File: src/rtl/uart_rx_fifo.sv
// uart_rx_fifo: receive-side byte buffer between the UART core and the CPU
// read path. A three-state ingest FSM drains one byte per UART handshake into
// a DEPTH-entry synchronous FIFO. The CPU pops from the head.
//
// Optional build macro RX_FIFO_OVERFLOW_EN:
//   A byte arriving while the FIFO is full is dropped, but the UART is still
//   acknowledged so that it is freed. The drop also sets a sticky overflow_o
//   flag, which clr_ovf_i clears.
//   Without the macro, the byte stays in the UART until space frees up, and
//   overflow_o is tied low.
module uart_rx_fifo #(
    parameter  int DEPTH = 16,
    localparam int AW    = $clog2(DEPTH)
) (
    input  logic          clk,
    input  logic          reset_i,
    input  logic [7:0]    uart_rx_data_i,
    input  logic          uart_valid_i,
    output logic          uart_rd_o,
    input  logic          pop_i,
    output logic [7:0]    data_o,
    output logic          empty_o,
    output logic          full_o,
    output logic [AW:0]   count_o,
    output logic          overflow_o,
    input  logic          clr_ovf_i
);

    typedef enum logic [1:0] {IDLE, ACK, HOLD} state_t;

    state_t        state, state_nxt;
    logic [7:0]    mem [DEPTH];
    logic [AW-1:0] wr_ptr, rd_ptr;
    logic [AW:0]   count_nxt;
    logic          wr_en, pop_en, drop, take;

    // Accept only from IDLE, using pre-pop fullness.
    // ACK/HOLD enforce the 3-cycle spacing, so a level-high valid is
    // never counted twice.
    assign wr_en  = (state == IDLE) && uart_valid_i && !full_o;
    assign pop_en = pop_i && !empty_o;
    assign take   = wr_en || drop;

`ifdef RX_FIFO_OVERFLOW_EN
    logic ovf;

    assign drop       = (state == IDLE) && uart_valid_i && full_o;
    assign overflow_o = ovf;

    // Sticky overflow: set wins over a simultaneous clear.
    always_ff @(posedge clk or posedge reset_i) begin
        if (reset_i)        ovf <= 1'b0;
        else if (drop)      ovf <= 1'b1;
        else if (clr_ovf_i) ovf <= 1'b0;
    end
`else
    logic unused_clr;

    assign drop       = 1'b0;
    assign overflow_o = 1'b0;
    assign unused_clr = clr_ovf_i;
`endif

    // Ingest FSM state register.
    always_ff @(posedge clk or posedge reset_i) begin
        if (reset_i) state <= IDLE;
        else         state <= state_nxt;
    end

    // Ingest FSM next state: IDLE -> ACK -> HOLD -> IDLE.
    always_comb begin
        state_nxt = state;
        case (state)
            IDLE:    if (take) state_nxt = ACK;
            ACK:     state_nxt = HOLD;
            HOLD:    state_nxt = IDLE;
            default: state_nxt = IDLE;
        endcase
    end

    // Ingest FSM outputs: the read pulse is exactly the ACK cycle.
    // Because it is derived from state, reset drops it at once.
    always_comb begin
        uart_rd_o = (state == ACK);
    end

    // Storage is not reset; contents are only meaningful below count_o.
    always_ff @(posedge clk) begin
        if (wr_en) mem[wr_ptr] <= uart_rx_data_i;
    end

    assign data_o = mem[rd_ptr];

    // Pointers wrap naturally because DEPTH is a power of two.
    always_ff @(posedge clk or posedge reset_i) begin
        if (reset_i) begin
            wr_ptr <= '0;
            rd_ptr <= '0;
        end else begin
            if (wr_en)  wr_ptr <= wr_ptr + AW'(1);
            if (pop_en) rd_ptr <= rd_ptr + AW'(1);
        end
    end

    // Next occupancy: a simultaneous write and pop leaves it unchanged.
    always_comb begin
        count_nxt = count_o;
        case ({wr_en, pop_en})
            2'b10:   count_nxt = count_o + (AW+1)'(1);
            2'b01:   count_nxt = count_o - (AW+1)'(1);
            default: count_nxt = count_o;
        endcase
    end

    // Occupancy and flags are registered together so they always agree.
    always_ff @(posedge clk or posedge reset_i) begin
        if (reset_i) begin
            count_o <= '0;
            empty_o <= 1'b1;
            full_o  <= 1'b0;
        end else begin
            count_o <= count_nxt;
            empty_o <= (count_nxt == '0);
            full_o  <= (count_nxt == DEPTH[AW:0]);
        end
    end

endmodule
File: config.mk
export PLATFORM = sky130hd
export DESIGN_NAME = uart_rx_fifo
export DESIGN_NICKNAME = d
export VERILOG_FILES = /design/src/rtl/uart_rx_fifo.sv
export SDC_FILE = /design/constraint.sdc
export NUM_CORES = 1
export LEC_CHECK = 0
export BUFFER_PORTS_ARGS = -buffer_cell sky130_fd_sc_hd__buf_2
export CAP_MARGIN = 20
export CORE_UTILIZATION = 48
export DETAILED_ROUTE_END_ITERATION = 16
export PLACE_DENSITY = 0.69
export REMOVE_ABC_BUFFERS = 1
export SKIP_LAST_GASP = 1
export SYNTH_ARGS = -nofsm -noshare
export SYNTH_HDL_FRONTEND = slang
export SYNTH_SLANG_ARGS = --single-unit
File: constraint.sdc
create_clock -name clk -period 8.5 [get_ports clk]
set_clock_uncertainty 0.15 [all_clocks]
set_input_delay 1.7 -clock clk [delete_from_list [all_inputs] [get_ports clk]]
set_output_delay 1.7 -clock clk [all_outputs]
set_load 0.005 [all_outputs]
==> impl_metrics.yaml, run 1 <==
status:
  outcome: "finished, final reports clean"
die:
  io-pin-count: 30
  die_h_microns: 113.6
  start_util_pct: 49.54
  num_rows: 40
  die_x_microns: 113.6
  dieArea_sq_um: 12900
  design.core.area_sq_um: 12060
power_and_ir_drop:
  powerDensity_nw_per_um2: 335.9
  seq_power_share_pct: 43.7
  vdd_ir_drop_max_uv: 195.9
  clkPwrFrac_pct: 32.0
  switching_share_pct: 29.81
  intPower_w: 0.001630
  p_leak_nw: 2.391
  p_comb_share_pct: 24.4
  p_switching_w: 0.0006921
sta:
  post-route-period-util_pct: 54.46
  tns_ps: 0
  rsz0062_at_grt: "false"
  worst_pin_slew_ps: 1031
  setup_viol: 0
  hold_viol: 0
  layout_min_cycle_time_ps: 4629
  slew_headroom_pct: 31.02
  maxSlewViolCount: 0
  fmax_mhz: 216.0
synthesis:
  ys_seq_area_share_pct: 71.46
  synth_area_sq_um: 5976
  synth_edf_count: 128
  synthMuxAreaShare_pct: 17.50
  synth_top_family_by_area: "multiplexers"
  synth-adder-area-share_pct: 1.675
  ys_types: 43
  ys_warn_count: 0
  avgSynthCellArea_sq_um: 20.82
  synth_compound_area_share_pct: 1.256
  synth-simple-area-share_pct: 4.125
  ys_seq_elements: 145
  ys.flop_type: "edfxtp_1"
  synthArstFlopShare_pct: 11.72
  netlist_instances: 287
  synth-xor-area-share_pct: 1.612
critical_path:
  r2r_cells: 9
  cp_data_arrival_time_ps: 2780
  reg2reg_slack_ps: 5240
  cp_slowest_cell: "dfrtp_2"
  cp-end-kind: "output pin"
  path_max_fanout: 35
  critical_path_required_ps: 6650
  worstPathCellList: "mux4_1 > mux4_2 > buf_2"
  crit_type: "reg -> out"
  start_kind: "register"
  critPathMaxStageDelay_ps: 1040
cells_and_area:
  n_antenna_cell: 0
  fillers: 888
  syn_to_final_growth_pct: 15.68
  nets: 342
  drive_gt1_share_pct: 25.15
  utilization_pct: 57.31
routing:
  vias_per_cell: 5.466
  ant_nets: 0
  vias: 2744
  firstDrtPassIters: 4
  drt_first_iter_violations: 128
  routedWlPerCell_microns: 21.39
  routed_wl_microns: 10740
  drc_errors: 0
clock_tree:
  hold_buffers: 0
  cts_max_level: 4
  clock_path_buffers: 2
  clock-sinks: 145
  cts_setup_buffers: 0
  cts-resized-gates: 0
  numCtsBuffers: 17
  cts_tree: "built"
  insertion_delay_ps: 410
  path_clk_slew_ps: 60
  cts-root-buf: "clkbuf_16"
global_route:
  grt_usage_pct: 18.73
  grt_pass1_wl_microns: 16660
  first_global_vias: 2848
  grt_overflow: 0
  grt_max_degree: 36
  antenna_found_initial: 0
place:
  globalplace.congestion: 0.7231
  numPortBuffers: 27
  dp_hpwl_microns: 6199
worst_hold_path:
  hp-class: "reg -> reg"
  holdPathStages: 1
flow_run:
  cap_viol_max_count: 0
-- final cells by class --
class / instances / area [sq um] / area share, %
clock inverter: 15 / 171.4 / 2.480
sequential: 145 / 4272 / 61.79
inverter: 9 / 33.78 / 0.4887
timing repair buffer: 32 / 172.7 / 2.498
tap: 168 / 210.2 / 3.041
multi-input combinational: 116 / 1628 / 23.55
clock buffer: 17 / 425.4 / 6.154
-- cells in the final DEF, fill, tap and decap left out, types with 3 or more instances in the layout --
cell,netlist,layout
dfrtp_1,16,15
nand2_1,5,5
inv_1,8,8
nor2b_1,6,6
nor4_4,0,4
clkinvlp_4,0,3
buf_2,1,27
nor3_1,5,5
and2_1,5,5
buf_4,1,5
mux4_2,10,10
mux4_1,30,30
edfxtp_1,128,128
inv_6,0,6
clkbuf_16,0,17
xnor2_1,9,9
ha_1,8,8
nor2_1,6,6
-- synth_stat cells (2+ instances only) --
| cell | count | area [sq um] |
|---|---|---|
| mux2_2 | 2 | 22.52 |
| a21oi_1 | 2 | 10.01 |
| nand3_1 | 2 | 10.01 |
| nand4_1 | 2 | 12.51 |
| ha_1 | 8 | 100.1 |
| o21ai_0 | 2 | 10.01 |
| mux4_2 | 10 | 225.2 |
| mux4_1 | 30 | 788.3 |
| nor3_1 | 5 | 25.02 |
| nor2_1 | 6 | 22.52 |
| edfxtp_1 | 128 | 3844 |
| nor2b_1 | 6 | 37.54 |
| nor4_1 | 4 | 25.02 |
| dfrtp_1 | 16 | 400.4 |
| nand2_1 | 5 | 18.77 |
| xnor2_1 | 9 | 78.83 |
| o2111ai_1 | 2 | 17.52 |
| buf_6 | 3 | 33.78 |
| inv_1 | 8 | 30.03 |
| and2_1 | 5 | 31.28 |
| xor2_1 | 2 | 17.52 |
| clkbuf_1 | 9 | 33.78 |
-- worst max-delay path, delay by kind of cell, from the launching register on --
kind	cells	cell delay, ps
flip-flops	1	1040
multiplexers	2	1180
buffers and inverters	1	140
-- cells by family after synthesis --
logic type	after synthesis
xor gates and xnor gates	11
muxes	43
other	1
DFF	145
adders and majority gates	8
AOI/OAI and AO/OA	11
buffers and inverters	26
and+or+nand+nor	42
-- power by group through the flow --
stage,sequential [W],clock (W),combinational (W)
finish,0.00101,0.000742,0.000566
detailed placement,0.00103,0,0.000576
floorplan,0.000982,0,0.000396
CTS,0.00102,0.000753,0.000576
global route,0.00103,0.000780,0.000617
global placement,0.00102,0,0.000561
-- metrics by stage --
stage | area (sq um) | power (W) | setup WS [ps] | instances | hold slack [ps]
CTS | 6913 | 0.002345 | 3831 | 502 | 308.4
finish | 6913 | 0.002322 | 3871 | 502 | 312.5
global route | 6913 | 0.002430 | 3750 | 502 | 328.2
floorplan | 5872 | 0.001378 | 4374 | 270 | 270.8
detailed placement | 6316 | 0.001606 | 3939 | 470 | 299.7
global placement | 6316 | 0.001584 | 3988 | 470 | 287.5
-- registers in the layout, indices dropped and copies added (netlist names) --
register	flops
count_o	5
empty_o	1
full_o	1
mem	128
rd_ptr	4
state	2
wr_ptr	4
-- per-layer routing --
| layer | GRT usage [%] | up-vias | wire, microns |
|---|---|---|---|
| met1 | 24.38 | 1400 | 4487 |
| met4 | 8.070 | 0 | 162 |
| met3 | 3.932 | 14 | 597 |
| met5 | 0 | - | 0 |
| met2 | 30.77 | 68 | 5491 |
| li1 | - | 1262 | - |
-- worst paths after layout --
path,to,start
max in group asynchronous,rd_ptr[0]$_DFFE_PP0P_,reset_i
min in group asynchronous,state[1]$_DFFE_PP0P_,reset_i
max reg2reg,full_o$_DFF_PP0_,state[0]$_DFFE_PP0P_
min reg2reg,state[1]$_DFFE_PP0P_,state[1]$_DFFE_PP0P_
min,state[1]$_DFFE_PP0P_,state[1]$_DFFE_PP0P_
max,data_o[0],rd_ptr[0]$_DFFE_PP0P_
No activity file was read; power rests on OpenSTA's default activity.
==> run 2: changes to the inputs <==
--- a/config.mk
+++ b/config.mk
@@ -5,6 +5,7 @@
 export SDC_FILE = /design/constraint.sdc
 export NUM_CORES = 1
 export LEC_CHECK = 0
+export ABC_AREA = 1
 export BUFFER_PORTS_ARGS = -buffer_cell sky130_fd_sc_hd__buf_2
 export CAP_MARGIN = 20
 export CORE_UTILIZATION = 48
==> constraint.sdc (replaced) <==
create_clock -name clk -period 4.36 [get_ports clk]
set_clock_uncertainty 0.15 [all_clocks]
set_input_delay 0.872 -clock clk [delete_from_list [all_inputs] [get_ports clk]]
set_output_delay 0.872 -clock clk [all_outputs]
set_load 0.005 [all_outputs]
==> impl_metrics.yaml, run 2 <==
cells_and_area:
  top_register: "mem"
  nets: 524
  largest_reg_flops: 128
  final_area_sq_um: 6766
  n_antenna_cell: 0
  syn_to_final_growth_pct: 13.47
  final_common_cell: "edfxtp_1"
  fillers: 970
  drive_gt1_share_pct: 14.53
  ff_latch_area_sq_um: 4272
  top_regs: "mem: 128 flops, count_o: 5 flops"
  multi_input_area_sq_um: 1476
  mostFrequentLayoutCells: "128 x edfxtp_1, 92 x nor2_1, 66 x o21ai_0"
global_route:
  first_global_vias: 3652
  globalRouteMet3Util_pct: 5.792
  antenna_found_initial: 0
  grt_util_met2_pct: 32.72
  grt_overflow: 0
  grt_busiest_layer: "met2"
  grt_pass1_wl_microns: 19470
  grt_max_degree: 68
  grt_usage_pct: 20.86
  use_met1_pct: 27.00
die:
  num_rows: 40
  design.core.area_sq_um: 12060
  io-pin-count: 30
  die_h_microns: 113.5
  dieArea_sq_um: 12870
  start_util_pct: 49.44
  die_x_microns: 113.5
critical_path:
  critPathMaxStageDelay_ps: 740
  start_kind: "register"
  crit_cells: 6
  r2r_cells: 12
  critPathLaunch: "rd_ptr[0]$_DFFE_PP0P_"
  critical_path_required_ps: 3340
  worstPathCellList: "inv_2 > o21ai_0 > o221ai_1 > nand3_1 > nand2_1 > buf_2"
  r2r_end: "full_o$_DFF_PP0_"
  endpoint: "data_o[5]"
  cp_data_arrival_time_ps: 2520
  r2r-start: "empty_o$_DFF_PP1_"
  cp_top_family: "buffers and inverters"
  reg2reg_slack_ps: 1790
  path_max_fanout: 64
  path_buf_inv: 2
  cp-end-kind: "output pin"
  cp_slowest_cell: "inv_2"
  crit_type: "reg -> out"
place:
  dp_slack_ps: 1172
  dp_hpwl_microns: 7178
  numPortBuffers: 27
  globalplace.congestion: 0.7751
  placed_cell_area_sq_um: 6217
synthesis:
  ys_seq_elements: 145
  synth_area_sq_um: 5963
  avgSynthCellArea_sq_um: 12.48
  ys_types: 27
  synthArstFlopShare_pct: 11.72
  synth_edf_count: 128
  synth_common_cells: "128 x edfxtp_1, 92 x nor2_1, 66 x o21ai_0, 38 x nand2_1, 23 x o221ai_1"
  synth_top_area_share_pct: 64.46
  yosysMostFrequentCell: "edfxtp_1"
  synth.area.top_cells: "edfxtp_1 64%, dfrtp_1 6.7%, nor2_1 5.8%, o21ai_0 5.5%, o221ai_1 3.4%"
  synth_top_area_cell: "edfxtp_1"
  ys_seq_area_share_pct: 71.61
  netlist_instances: 478
  ys.flop_type: "edfxtp_1"
  ys_warn_count: 0
routing:
  routedWlPerCell_microns: 18.04
  vias_per_cell: 5.539
  drt_first_iter_violations: 395
  routed_wl_microns: 12340
  drc_errors: 0
  firstDrtPassIters: 6
  ant_nets: 0
  vias: 3789
worst_hold_path:
  hp-class: "reg -> reg"
sta:
  slew_headroom_pct: 30.22
  fmax_mhz: 282.1
  fin_hold_ws_ps: 295.2
  worst_pin_slew_ps: 1047
  maxSlewViolCount: 0
  rsz0062_at_grt: "false"
  setup_viol: 0
  post-route-period-util_pct: 81.30
  layout_min_cycle_time_ps: 3544
  final.setup.worst_slack_ps: 815.5
  hold_viol: 0
  tns_ps: 0
clock_tree:
  cts_max_level: 4
  cts_tree: "built"
  hold_buffers: 0
  cts-resized-gates: 0
  clock_path_buffers: 2
  path_clk_slew_ps: 60
  cts-root-buf: "clkbuf_16"
  cts_setup_buffers: 0
  insertion_delay_ps: 420
  numCtsBuffers: 17
  clock-sinks: 145
power_and_ir_drop:
  p_leak_nw: 2.394
  vdd_ir_drop_max_uv: 422.0
  powerDensity_nw_per_um2: 681.6
flow_run:
  cap_viol_max_count: 0
status:
  outcome: "finished, final reports clean"
==> run 2: worst reg2reg max path: cells and delay by family, from the launching register on <==
family,cells,cell delay (ps)
buf+inv,1,70
simple gates,9,1230
fa+ha+maj,2,680
flops,1,370
==> run 2: area by class of cell <==
| class | count | share of cell area, % |
|---|---|---|
| repair buffers | 31 | 2.441 |
| inverters | 25 | 1.387 |
| clock buffers | 17 | 6.287 |
| multi-input cells | 283 | 21.82 |
| flip-flops and latches | 145 | 63.13 |
| well taps | 168 | 3.107 |
| clock inverters | 15 | 1.831 |
==> run 2: power breakdown <==
part | total (W) | internal [W] | switching, W | leakage [nW]
logic | 0.00150 | 0.000479 | 0.00102 | 0.775
registers | 0.00178 | 0.00168 | 0.0000951 | 1.36
clock network | 0.00134 | 0.000743 | 0.000598 | 0.263
total | 0.00461 | 0.00290 | 0.00171 | 2.39
==> run 2: worst min path at each step <==
stage | slack (ps) | endpoint | startpoint | cells past startpoint
after floorplan | 270 | state[1]$_DFFE_PP0P_ | state[1]$_DFFE_PP0P_ | 1
after global placement | 290 | state[1]$_DFFE_PP0P_ | state[1]$_DFFE_PP0P_ | 1
after detailed placement | 300 | state[1]$_DFFE_PP0P_ | state[1]$_DFFE_PP0P_ | 1
after CTS | 300 | state[1]$_DFFE_PP0P_ | state[1]$_DFFE_PP0P_ | 1
after global routing | 330 | state[1]$_DFFE_PP0P_ | state[1]$_DFFE_PP0P_ | 1
final | 300 | state[1]$_DFFE_PP0P_ | state[1]$_DFFE_PP0P_ | 1
==> run 2: cells by family after synthesis <==
family                     after synthesis  synth area share, %
and+or+nand+nor                        160                11.04
DFF                                    145                71.61
AOI/OAI and AO/OA                      107                10.95
buffers and inverters                   50                3.630
adders and majority gates                8                1.679
xor gates and xnor gates                 7                1.028
other                                    1              0.06289
==> run 2: stage by stage <==
stage	std cells	util, %	power (W)
floorplan	453	-	0.002743
global placement	652	51.55	0.003242
detailed placement	652	51.55	0.003296
CTS	684	56.10	0.004630
global route	684	56.10	0.004891
finish	684	56.10	0.004612
==> run 2: per-layer routing <==
metal	vias to the layer above	wire [microns]
met2	142	6056
met4	0	282
met5	-	0
met3	23	908
li1	1785	-
met1	1839	5093
==> run 3: changes to the inputs <==
--- a/config.mk
+++ b/config.mk
@@ -10,7 +10,7 @@
 export CAP_MARGIN = 20
 export CORE_UTILIZATION = 48
 export DETAILED_ROUTE_END_ITERATION = 16
-export PLACE_DENSITY = 0.69
+export PLACE_DENSITY = 0.71
 export REMOVE_ABC_BUFFERS = 1
 export SKIP_LAST_GASP = 1
 export SYNTH_ARGS = -nofsm -noshare
==> constraint.sdc (replaced) <==
create_clock -name clk -period 3.1 [get_ports clk]
set_clock_uncertainty 0.15 [all_clocks]
set_input_delay 0.62 -clock clk [delete_from_list [all_inputs] [get_ports clk]]
set_output_delay 0.62 -clock clk [all_outputs]
set_load 0.005 [all_outputs]
==> impl_metrics.yaml, run 3 (synthesized netlist as in run 2, its figures left out) <==
clock_tree:
  insertion_delay_ps: 420
  clock_path_buffers: 2
  cts-resized-gates: 0
  cts_max_level: 4
  cts_tree: "built"
  hold_buffers: 0
  numCtsBuffers: 17
  cts-root-buf: "clkbuf_16"
  cts_setup_buffers: 0
  path_clk_slew_ps: 60
  clock-sinks: 145
critical_path:
  critical_path_required_ps: 2330
  crit_type: "reg -> out"
  cp_slowest_cell: "dfrtp_1"
  start_kind: "register"
  cp_data_arrival_time_ps: 2140
  path_max_fanout: 10
  cp-end-kind: "output pin"
  critPathMaxStageDelay_ps: 550
  worstPathCellList: "clkinv_1 > o221ai_1 > nand3_1 > nand2_1 > buf_2"
  r2r_cells: 13
routing:
  drc_errors: 0
  wirelength_met1_microns: 5298
  vias: 3821
  routedWlPerCell_microns: 17.72
  ant_nets: 0
  wl_met3_microns: 835
  routed_wl_microns: 12480
  vias_per_cell: 5.428
  drt_first_iter_violations: 421
  firstDrtPassIters: 6
  met2_length_microns: 6073
  topRoutingLayerUsed: "met4"
die:
  die_x_microns: 113.5
  design.core.area_sq_um: 12060
  die_h_microns: 113.5
  start_util_pct: 49.44
  num_rows: 40
  io-pin-count: 30
  dieArea_sq_um: 12870
global_route:
  grt_usage_pct: 21.06
  grt_pass1_wl_microns: 19670
  antenna_found_initial: 1
  first_global_vias: 3710
  grt_max_degree: 68
  grt_overflow: 0
place:
  dp_hpwl_microns: 7710
  numPortBuffers: 27
  globalplace.congestion: 0.7474
cells_and_area:
  final_common_cell: "edfxtp_1"
  largest_reg_flops: 128
  drive_gt1_share_pct: 17.01
  utilization_pct: 57.66
  mostFrequentLayoutCells: "128 x edfxtp_1, 92 x nor2_1, 66 x o21ai_0"
  fillers: 964
  syn_to_final_growth_pct: 16.62
  nets: 543
  top_register: "mem"
  top_regs: "mem: 128 flops, count_o: 5 flops"
status:
  outcome: "finished, final reports clean"
sta:
  layout_min_cycle_time_ps: 2912
  setup_viol: 0
  hold_viol: 0
  maxSlewViolCount: 0
  slew_headroom_pct: 54.44
  post-route-period-util_pct: 93.93
  rsz0062_at_grt: "false"
  worst_pin_slew_ps: 682.6
  fmax_mhz: 343.4
flow_run:
  cap_viol_max_count: 0
power_and_ir_drop:
  vdd_ir_drop_max_uv: 797.8
  power_w: 0.006641
  powerDensity_nw_per_um2: 954.9
  p_leak_nw: 2.519
worst_hold_path:
  hp-class: "in -> async"
-- run 3: cell types whose count changed in the layout (fill, tap and decap cells not counted), sizes merged --
cell	previous run	this run
buf	31	50
bufinv	0	2
clkbuf	17	19
clkinv	7	9
clkinvlp	3	1
diode	0	1
inv	30	26
-- run 3: per-stage QoR --
stage	cells	area [sq um]	setup WS (ps)	setup TNS, ps	hold WS, ps
6_report	704	6954	188.1	0	143.4
4_1_cts	703	6952	262.5	0	169.0
2_1_floorplan	453	5841	-76.36	-448.0	273.7
3_3_place_gp	671	6385	475.4	0	289.9
5_1_grt	704	6954	135.5	0	207.5
3_5_place_dp	671	6385	400.5	0	290.5
-- run 3: final timing paths --
check / startpoint / end / slack, ps
max: rd_ptr[2]$_DFFE_PP0P_ / data_o[4] / 190
min: reset_i / state[0]$_DFFE_PP0P_ / 140
max reg2reg: state[0]$_DFFE_PP0P_ / full_o$_DFF_PP0_ / 740
min reg2reg: state[1]$_DFFE_PP0P_ / state[1]$_DFFE_PP0P_ / 300
max in group asynchronous: reset_i / rd_ptr[0]$_DFFE_PP0P_ / 2180
min in group clk: state[1]$_DFFE_PP0P_ / state[1]$_DFFE_PP0P_ / 300
-- run 3: final cells by class --
cell class	instances	area [sq um]	area share, %
flip-flops and latches	145	4272	61.43
repair buffers	50	332.8	4.786
diodes	1	2.502	0.03598
inverters	25	93.84	1.349
multi-input cells	283	1476	21.23
well taps	168	210.2	3.023
clock inverters	13	133.9	1.925
clock buffers	19	432.9	6.225
-- run 3: report_power, final --
group          internal (W)  leakage, nW  total [W]  switching (W)
registers           0.00236         1.36    0.00252       0.000162
clock network       0.00118        0.277    0.00196       0.000776
logic              0.000749        0.886    0.00216        0.00141
-- run 3: worst max-delay path, delay by kind of cell (launching register included) --
family / cells / cell delay, ps
compound gates: 1 / 270
simple gates: 2 / 280
flops: 1 / 550
buf+inv: 2 / 610
-- run 3: metal layers --
metal,vias up,global-route usage (%)
met5,-,0
met4,0,10.18
met3,23,4.942
met2,120,34.55
met1,1860,26.46
li1,1818,-
